### src/rtl/seq_detect_n_if.sv
// Bundles the serial-stream side of seq_detect_n: qualified data bit in, match status out.
// Latency: none (wiring only).
// Backpressure: none; the producer qualifies each bit with in_valid and never stalls.
interface seq_detect_n_if #(
    parameter int CNT_W = 8
);
    logic             in_valid;
    logic             a;
    logic             clr_cnt;
    logic             out;
    logic [3:0]       state;
    logic [CNT_W-1:0] match_cnt;

    // Stream source / monitor side
    modport master (
        output in_valid, a, clr_cnt,
        input  out, state, match_cnt
    );

    // Detector side
    modport slave (
        input  in_valid, a, clr_cnt,
        output out, state, match_cnt
    );
endinterface

### src/rtl/seq_detect_n.sv
// Moore detector for a 1..8 bit MSB-first pattern on a valid-qualified serial stream, with saturating match counter.
// Latency: out and match_cnt update on the edge that accepts the final pattern bit (visible the following cycle).
// Backpressure: none; in_valid=0 stalls the matcher. Macro SEQ_DETECT_N_OVERLAP_EN lets consecutive matches share bits.
module seq_detect_n #(
    parameter int         LEN     = 4,
    parameter logic [7:0] PATTERN = 8'b0000_1011,
    parameter int         CNT_W   = 8
) (
    input logic         clk,
    input logic         rst,
    seq_detect_n_if.slave bus
);
    typedef enum logic [3:0] {S0, S1, S2, S3, S4, S5, S6, S7, S8} state_t;

    localparam logic [3:0]       LAST    = 4'(LEN);
    localparam logic [CNT_W-1:0] CNT_MAX = {CNT_W{1'b1}};

    // Longest pattern prefix that is a suffix of (PATTERN[LEN-1 -: k], b), capped at LEN.
    // Evaluated only with constant arguments, so it folds into a lookup table.
    function automatic logic [3:0] f_next(input int k, input logic b);
        logic [7:0] p;
        logic [3:0] res;
        logic       ok;
        logic       hb;
        int         jmax;
        int         idx;
        p    = PATTERN;
        res  = 4'd0;
        jmax = (k + 1 > LEN) ? LEN : k + 1;
        for (int j = 1; j <= 8; j++) begin
            if (j <= jmax) begin
                ok = 1'b1;
                for (int m = 0; m < 8; m++) begin
                    if (m < j) begin
                        idx = k + 1 - j + m;
                        hb  = (idx < k) ? p[3'(LEN - 1 - idx)] : b;
                        if (hb != p[3'(LEN - 1 - m)]) ok = 1'b0;
                    end
                end
                if (ok) res = 4'(j);
            end
        end
        return res;
    endfunction

    state_t           r_state;
    state_t           w_nxt_state;
    logic             w_hit;
    logic [CNT_W-1:0] r_cnt;
    logic [3:0]       w_tbl0 [16];
    logic [3:0]       w_tbl1 [16];

    // Transition table for a 0 / 1 bit from every encoding; illegal encodings map to S0.
    for (genvar k = 0; k < 16; k++) begin : g_tbl
        if (k < LEN) begin : g_prefix
            assign w_tbl0[k] = f_next(k, 1'b0);
            assign w_tbl1[k] = f_next(k, 1'b1);
        end else if (k == LEN) begin : g_full
`ifdef SEQ_DETECT_N_OVERLAP_EN
            assign w_tbl0[k] = f_next(LEN, 1'b0);
            assign w_tbl1[k] = f_next(LEN, 1'b1);
`else
            // A fresh match needs LEN new bits: restart as if from S0.
            assign w_tbl0[k] = f_next(0, 1'b0);
            assign w_tbl1[k] = f_next(0, 1'b1);
`endif
        end else begin : g_unused
            assign w_tbl0[k] = 4'd0;
            assign w_tbl1[k] = 4'd0;
        end
    end

    // State register: matched-prefix length.
    always_ff @(posedge clk) begin
        if (rst) r_state <= S0;
        else     r_state <= w_nxt_state;
    end

    // Next state: hold when stalled, table lookup on an accepted bit, recover from illegal codes unconditionally.
    always_comb begin
        w_nxt_state = r_state;
        w_hit       = 1'b0;
        if (r_state > LAST) begin
            w_nxt_state = S0;
        end else if (bus.in_valid) begin
            w_nxt_state = state_t'(bus.a ? w_tbl1[r_state] : w_tbl0[r_state]);
            w_hit       = (w_nxt_state == LAST);
        end
    end

    // Match counter: clear wins over increment, saturates at all-ones.
    always_ff @(posedge clk) begin
        if (rst)                           r_cnt <= '0;
        else if (bus.clr_cnt)              r_cnt <= '0;
        else if (w_hit && r_cnt != CNT_MAX) r_cnt <= r_cnt + 1'b1;
    end

    assign bus.out       = (r_state == LAST);
    assign bus.state     = r_state;
    assign bus.match_cnt = r_cnt;
endmodule

### src/flat_wrapper.sv
// flat-port wrapper written by rule: the top's interface ports become plain ports
module seq_detect_n_flat 
#(
    parameter int         LEN     = 4,
    parameter logic [7:0] PATTERN = 8'b0000_1011,
    parameter int         CNT_W   = 8
)
  (clk, rst, bus_in_valid, bus_a, bus_clr_cnt, bus_out, bus_state, bus_match_cnt);
  seq_detect_n_if #(.CNT_W(CNT_W)) bus_i ();
  input logic clk;
  input logic rst;
  input wire logic [$bits(bus_i.in_valid)-1:0] bus_in_valid;
  input wire logic [$bits(bus_i.a)-1:0] bus_a;
  input wire logic [$bits(bus_i.clr_cnt)-1:0] bus_clr_cnt;
  output wire logic [$bits(bus_i.out)-1:0] bus_out;
  output wire logic [$bits(bus_i.state)-1:0] bus_state;
  output wire logic [$bits(bus_i.match_cnt)-1:0] bus_match_cnt;
  assign bus_i.in_valid = bus_in_valid;
  assign bus_i.a = bus_a;
  assign bus_i.clr_cnt = bus_clr_cnt;
  assign bus_out = bus_i.out;
  assign bus_state = bus_i.state;
  assign bus_match_cnt = bus_i.match_cnt;
  seq_detect_n #(.LEN(LEN), .PATTERN(PATTERN), .CNT_W(CNT_W)) u_core (.clk(clk), .rst(rst), .bus(bus_i));
endmodule
### config.mk
export PLATFORM = sky130hd
export DESIGN_NAME = seq_detect_n_flat
export DESIGN_NICKNAME = d
export VERILOG_FILES = /design/src/rtl/seq_detect_n_if.sv /design/src/rtl/seq_detect_n.sv /design/src/flat_wrapper.sv
export SDC_FILE = /design/constraint.sdc
export NUM_CORES = 1
export LEC_CHECK = 0
export CORE_AREA = 2 2 40 42
export DETAILED_ROUTE_END_ITERATION = 8
export DIE_AREA = 0 0 42 44
export PLACE_DENSITY = 0.69
export SYNTH_ARGS = -nofsm -noshare
export SYNTH_HDL_FRONTEND = slang
export SYNTH_SLANG_ARGS = --single-unit
### constraint.sdc
create_clock -name clk -period 1.99 [get_ports clk]
set_input_delay 0.398 -clock clk [delete_from_list [all_inputs] [get_ports clk]]
set_output_delay 0.398 -clock clk [all_outputs]
set_load 0.02 [all_outputs]
==> results of run 1 <==
## layer usage
metal | wire, µm | track usage | share of wire | up-vias
met4 | 20 | 0.116 | 0.017 | 0
met3 | 71 | 0.0292 | 0.062 | 2
met2 | 515 | 0.234 | 0.45 | 16
met5 | 0 | 0 | 0 | -
li1 | - | - | - | 266
met1 | 546 | 0.189 | 0.47 | 244
## sequential cells by signal, indices dropped and copies added, names as in the netlist
| signal | flops |
|---|---|
| u_core.bus.match_cnt | 8 |
| u_core.bus.state | 3 |
## power breakdown
part           internal (mW)  total (mW)  switching, mW
registers              0.222       0.224        0.00209
clock network         0.0774       0.150         0.0723
logic                 0.0168      0.0323         0.0155
total                  0.316       0.406         0.0898
## per-stage QoR
| stage | worst slack [ns] | instance area [µm²] | utilization |
|---|---|---|---|
| final | 0.203 | 762 | 0.537 |
| after global routing | 0.123 | 762 | 0.537 |
| after detailed placement | 0.0679 | 733 | 0.517 |
| after floorplan | 0.455 | 542 | - |
| after CTS | 0.0289 | 759 | 0.535 |
| after global placement | 0.0877 | 733 | 0.517 |
## final timing paths
| path | from | end | slack (ns) | depth (start not counted) |
|---|---|---|---|---|
| max | u_core.bus.state[1]$_SDFFE_PP0P_ | bus_state[1] | 0.20 | 2 |
| min | u_core.bus.match_cnt[6]$_SDFFE_PP0P_ | u_core.bus.match_cnt[6]$_SDFFE_PP0P_ | 0.50 | 2 |
| max reg2reg | u_core.bus.match_cnt[0]$_SDFFE_PP0P_ | u_core.bus.match_cnt[6]$_SDFFE_PP0P_ | 0.44 | 5 |
| min reg2reg | u_core.bus.match_cnt[6]$_SDFFE_PP0P_ | u_core.bus.match_cnt[6]$_SDFFE_PP0P_ | 0.50 | 2 |
## critical path, cell delays in order, from the launching register on
cell	delay (ns)
dfxtp_1	0.34
buf_4	0.17
clkdlybuf4s50_1	0.62
## logic make-up after synthesis
family | synth area share
simple gates | 0.229
fa+ha+maj | 0.0231
mux | 0.0185
flops | 0.406
compound gates | 0.233
other cells | 0.00692
xor+xnor | 0.0485
buf+inv | 0.0346
## cell type report
type / count / area [µm²] / share of cell area
repair buffers: 19 / 185 / 0.243
well taps: 16 / 20.0 / 0.0263
flip-flops and latches: 11 / 220 / 0.289
multi-input cells: 46 / 303 / 0.397
inverters: 2 / 7.51 / 0.00985
clock buffers: 4 / 26.3 / 0.0345
## placed cells by master, fill, tap and decap left out, types with 2 or more instances in the layout
master / instances
clkbuf_4: 3
buf_4: 3
dfxtp_1: 11
clkdlybuf4s50_1: 15
a21oi_1: 6
nor2_1: 6
nand2_1: 3
xor2_1: 3
inv_1: 2
o21ai_0: 4
or3_1: 3
nand3_1: 3
==> summary.md, run 1 <==
| Metric | Value |
|---|---|
| Status | finished, final reports clean |
| Synthesized flop and latch total | 11 |
| Syn_area_per_cell | 8.88 µm² |
| Fillers | 139 |
| Most common cell in the synthesized netlist | dfxtp_1 |
| Power Dens Cells | 532 nW/µm² |
| Pleak | 0.283 nW |
| Yosys top cell area share | 0.406 |
| Post-synth ARST share | 0 |
| Port buffer count | 16 |
| Post-route ant nets | 0 |
| Pin count of the biggest net entering global routing | 9 |
| Vias in the first global route | 466 |
| Root Driver | clkbuf_4 |
| WP data arrival | 1.39 ns |
| Area leader, netlist | dfxtp_1 |
| Gp weighted congestion | 0.736 |
| DRC | 0 |
| Post-CTS Setup Inserts | 0 |
| Min cycle time layout | 1.79 ns |
| Drt wl/cell | 11.8 µm |
| Num rows | 14 |
| Final wirelength | 1150 µm |
| Worst clock skew | 0.00361 ns |
| Post-synthesis sequential area ratio | 0.406 |
| Netlist cell types | 29 |
| Startpoint types | flip-flop |
| Overall Power | 406 µW |
| CTS Buf Count | 3 |
| Final hold slack | 0.501 ns |
| Worst path required time | 1.59 ns |
| Global-route wire length before repair | 2040 µm |
| Initial antenna violation count | 0 |
| Main area contributors after synthesis | dfxtp_1 41%, a21oi_1 5.5%, xor2_1 4.8% |
| CTS clk-pin slew, worst paths | 0.07 ns |
| CTS resizes | 0 |
| DIE HEIGHT | 44 µm |
| Total grt overflow | 0 |
| Syn nets | 67 |
| Die W | 42 µm |
| Slew Limit Fails | 0 |
| Inst Count DP | 94 |
| Ys flop type | dfxtp_1 |
| Mapped Area | 542 µm² |
| Gr usage total | 0.152 |
| TritonCTS clock tree | built |
| Max-Cap Viols | 0 |
| RSZ-0062 raised after global routing | false |
| Max Freq | 560 MHz |
| Starting Density | 0.382 |
| Clock sink count | 11 |
| Clk buf depth | 2 |
| Hold crit path type | flip-flop to flip-flop |
| Layout cells sized above 1 | 0.122 |
| Crit. End Element | output pin |
| Count of hold-fix buffers inserted at cts | 0 |
| Post-synth EDFFs | 0 |
| Dpl hpwl | 857 µm |
| CORE AREA | 1420 µm² |
| Final setup TNS | 0 ns |
| Non-Filler Instances | 98 |
| Final period utilization | 0.898 |
| Clock latency on the worst-skew pair | 0.26 ns |
| Top Ports | 18 |
| Starting DRT DRC Count | 8 |
| Diodes inserted | 0 |
| Vias per cell | 5.39 |
| Die outline area | 1850 µm² |
| Max Fanout on Critical Path | 7 |
| Final setup fails | 0 |
| Worst vdd ir | 0.310 mV |
| Htree depth | 1 |
| Area growth syn-to-layout | 40.6% |
| Post-Synthesis Cells | 61 |
| Synth warn | 0 |
| Initial DRT Pass Iterations | 4 |
| Post-synth top cells | 11 x dfxtp_1, 6 x a21oi_1, 6 x nor2_1, 4 x o21ai_0 |
| Via count | 528 |
| Nets@finish | 89 |
| Crit path kind | flip-flop to output pin |
| Hold Vio Cnt, Final | 0 |
(Power assumes the default switching activity.)
==> inputs of run 2 (changes only) <==
--- a/config.mk
+++ b/config.mk
@@ -6,4 +6,5 @@
 export NUM_CORES = 1
 export LEC_CHECK = 0
+export ABC_CLOCK_PERIOD_IN_PS = 1990
 export CORE_AREA = 2 2 40 42
 export DETAILED_ROUTE_END_ITERATION = 8
==> constraint.sdc (replaced) <==
create_clock -name clk -period 1.99 [get_ports clk]
set_input_delay 0.398 -clock clk [delete_from_list [all_inputs] [get_ports clk]]
set_output_delay 0.398 -clock clk [all_outputs]
set_load 0.05 [all_outputs]
==> run 2 against run 1 <==
  * First-iteration DRC count is 110% higher
  * Sequential share of layout area is 0.48 points higher
  * Via count is 4.5% lower
==> summary.md, run 2 (synthesized netlist as in run 1, its figures left out) <==
| Metric | Value |
|---|---|
| CTS Buf Count | 3 (unchanged) |
| DRC | 0 (unchanged) |
| Switching Share | 0.236 (was 0.221) |
| Die outline area | 1850 µm² (unchanged) |
| Worst path required time | 1.59 ns (about the same) |
| DIE HEIGHT | 44 µm (unchanged) |
| Most frequent cells in the layout | 11 x dfxtp_1, 10 x clkdlybuf4s50_1, 8 x buf_4 (was 15 x clkdlybuf4s50_1, 11 x dfxtp_1, 6 x nor2_1, 6 x a21oi_1, 4 x o21ai_0) |
| Fillers | 135 (was 139) |
| RSZ-0062 raised after global routing | false (unchanged) |
| Worst-Margin Slew | 0.501 ns |
| Root Driver | clkbuf_4 (unchanged) |
| Top Family by Delay on Critical Path | buffers and inverters (unchanged) |
| Worst path slowest cell | clkdlybuf4s50_1 (unchanged) |
| WP data arrival | 1.49 ns (was 1.39 ns) |
| Int Pwr | 315 µW (was 316 µW) |
| Layout cells sized above 1 | 0.183 (was 0.122) |
| Hold Vio Cnt, Final | 0 (unchanged) |
| Pleak | 0.292 nW (was 0.283 nW) |
| Initial antenna violation count | 0 (unchanged) |
| Register area | 220 µm² (unchanged) |
| Clk buf depth | 2 (unchanged) |
| Total grt overflow | 0 (unchanged) |
| Vias in the first global route | 439 (was 466) |
| CTS clk-pin slew, worst paths | 0.07 ns (about the same) |
| Inst Count DP | 94 (unchanged) |
| Top Ports | 18 (unchanged) |
| Status | finished, final reports clean (unchanged) |
| Worst-path cell chain | clkdlybuf4s50_1 (was buf_4 -> clkdlybuf4s50_1) |
| Starting Density | 0.382 (unchanged) |
| CP peak stage delay | 0.82 ns (was 0.62 ns) |
| Initial DRT Pass Iterations | 4 (unchanged) |
| Fin worst setup slack | 0.106 ns (was 0.203 ns) |
| Final period utilization | 0.947 (was 0.898) |
| Gp weighted congestion | 0.727 (was 0.736) |
| Sequential share of power | 0.545 (was 0.551) |
| Vias per cell | 5.14 (was 5.39) |
| Part of the power in the clock network | 0.368 (was 0.369) |
| Max FFs per register | 8 (unchanged) |
| Clock sink count | 11 (unchanged) |
| Power Dens Cells | 550 nW/µm² (was 532 nW/µm²) |
| Slew headroom | 0.665 |
| Num rows | 14 (unchanged) |
| Diodes inserted | 0 (unchanged) |
| Starting DRT DRC Count | 17 (was 8) |
| Multi-input gate area | 303 µm² (unchanged) |
| WP buf/inv | 1 (was 2) |
| Non-Filler Instances | 98 (unchanged) |
| Combinational Power Share | 0.087 (was 0.080) |
| Post-route ant nets | 0 (unchanged) |
| Gr usage total | 0.134 (was 0.152) |
| Htree depth | 1 (unchanged) |
| Pre-CTS setup slack | 0.0587 ns (was 0.0679 ns) |
| Startpoint types | flip-flop (unchanged) |
| Dpl hpwl | 829 µm (was 857 µm) |
| TritonCTS clock tree | built (unchanged) |
| CORE AREA | 1420 µm² (unchanged) |
| Drt wl/cell | 11.3 µm (was 11.8 µm) |
| Nets@finish | 89 (unchanged) |
| Port buffer count | 16 (unchanged) |
| Final setup fails | 0 (unchanged) |
| Via count | 504 (was 528) |
| Overall Power | 412 µW (was 406 µW) |
| Hold crit path type | flip-flop to flip-flop (unchanged) |
| Crit. End Element | output pin (unchanged) |
| Count of hold-fix buffers inserted at cts | 0 (unchanged) |
| Global-route wire length before repair | 1850 µm (was 2040 µm) |
| Worst clock skew | 0.00226 ns (was 0.00361 ns) |
| Area growth syn-to-layout | 38.3% (was 40.6%) |
| Final core occ | 0.528 (was 0.537) |
| Commonest non-fill, non-tap cell in the layout | dfxtp_1 (was clkdlybuf4s50_1) |
| Crit path kind | flip-flop to output pin (unchanged) |
| Slew Limit Fails | 0 (unchanged) |
| Final setup TNS | 0 ns (unchanged) |
| Min cycle time layout | 1.88 ns (was 1.79 ns) |
| Die W | 42 µm (unchanged) |
| Max Fanout on Critical Path | 6 (was 7) |
| Worst vdd ir | 0.343 mV (was 0.310 mV) |
| Max Freq | 531 MHz (was 560 MHz) |
| Max-Cap Viols | 0 (unchanged) |
| Clock latency on the worst-skew pair | 0.27 ns (was 0.26 ns) |
| Final wirelength | 1110 µm (was 1150 µm) |
| Pin count of the biggest net entering global routing | 9 (unchanged) |
| Switch Pwr | 97.2 µW (was 89.8 µW) |
run 2: power groups by stage:
| stage | registers (mW) | logic (mW) | clock network (mW) |
|---|---|---|---|
| final | 0.225 | 0.0357 | 0.152 |
| after global routing | 0.225 | 0.0389 | 0.167 |
| after CTS | 0.225 | 0.0362 | 0.157 |
| after detailed placement | 0.230 | 0.0362 | 0 |
| after global placement | 0.230 | 0.0357 | 0 |
| after floorplan | 0.235 | 0.0152 | 0 |
run 2: what timing repair did:
action	CTS	global route
endpoints found under the setup margin	0	1
resized for setup	0	1
setup buffers	0	0
run 2: per-stage QoR:
step | cell area [µm²] | hold slack, ns
floorplan | 542 | 0.467
global placement | 721 | 0.491
detailed placement | 721 | 0.492
CTS | 747 | 0.502
global route | 749 | 0.525
finish | 749 | 0.511
run 2: area by class of cell:
class / instances / area share
tap: 16 / 0.0267
inverter: 2 / 0.0100
clock buffer: 4 / 0.0351
timing repair buffer: 19 / 0.230
multi-input combinational: 46 / 0.404
sequential: 11 / 0.294
run 2: worst paths after layout:
check                                  startpoint                                    to  slack, ns  cells past startpoint
min reg2reg  u_core.bus.match_cnt[6]$_SDFFE_PP0P_  u_core.bus.match_cnt[6]$_SDFFE_PP0P_       0.51                      2
max          u_core.bus.match_cnt[4]$_SDFFE_PP0P_                      bus_match_cnt[4]       0.11                      1
max reg2reg  u_core.bus.match_cnt[0]$_SDFFE_PP0P_  u_core.bus.match_cnt[6]$_SDFFE_PP0P_       0.44                      5
min          u_core.bus.match_cnt[6]$_SDFFE_PP0P_  u_core.bus.match_cnt[6]$_SDFFE_PP0P_       0.51                      2
run 2: per-layer routing:
metal	up-vias	share of wire	global-route usage
met5	-	0	0
met4	0	0.014	0.0968
met3	2	0.079	0.0292
met2	18	0.44	0.197
met1	220	0.47	0.175
li1	264	-	-
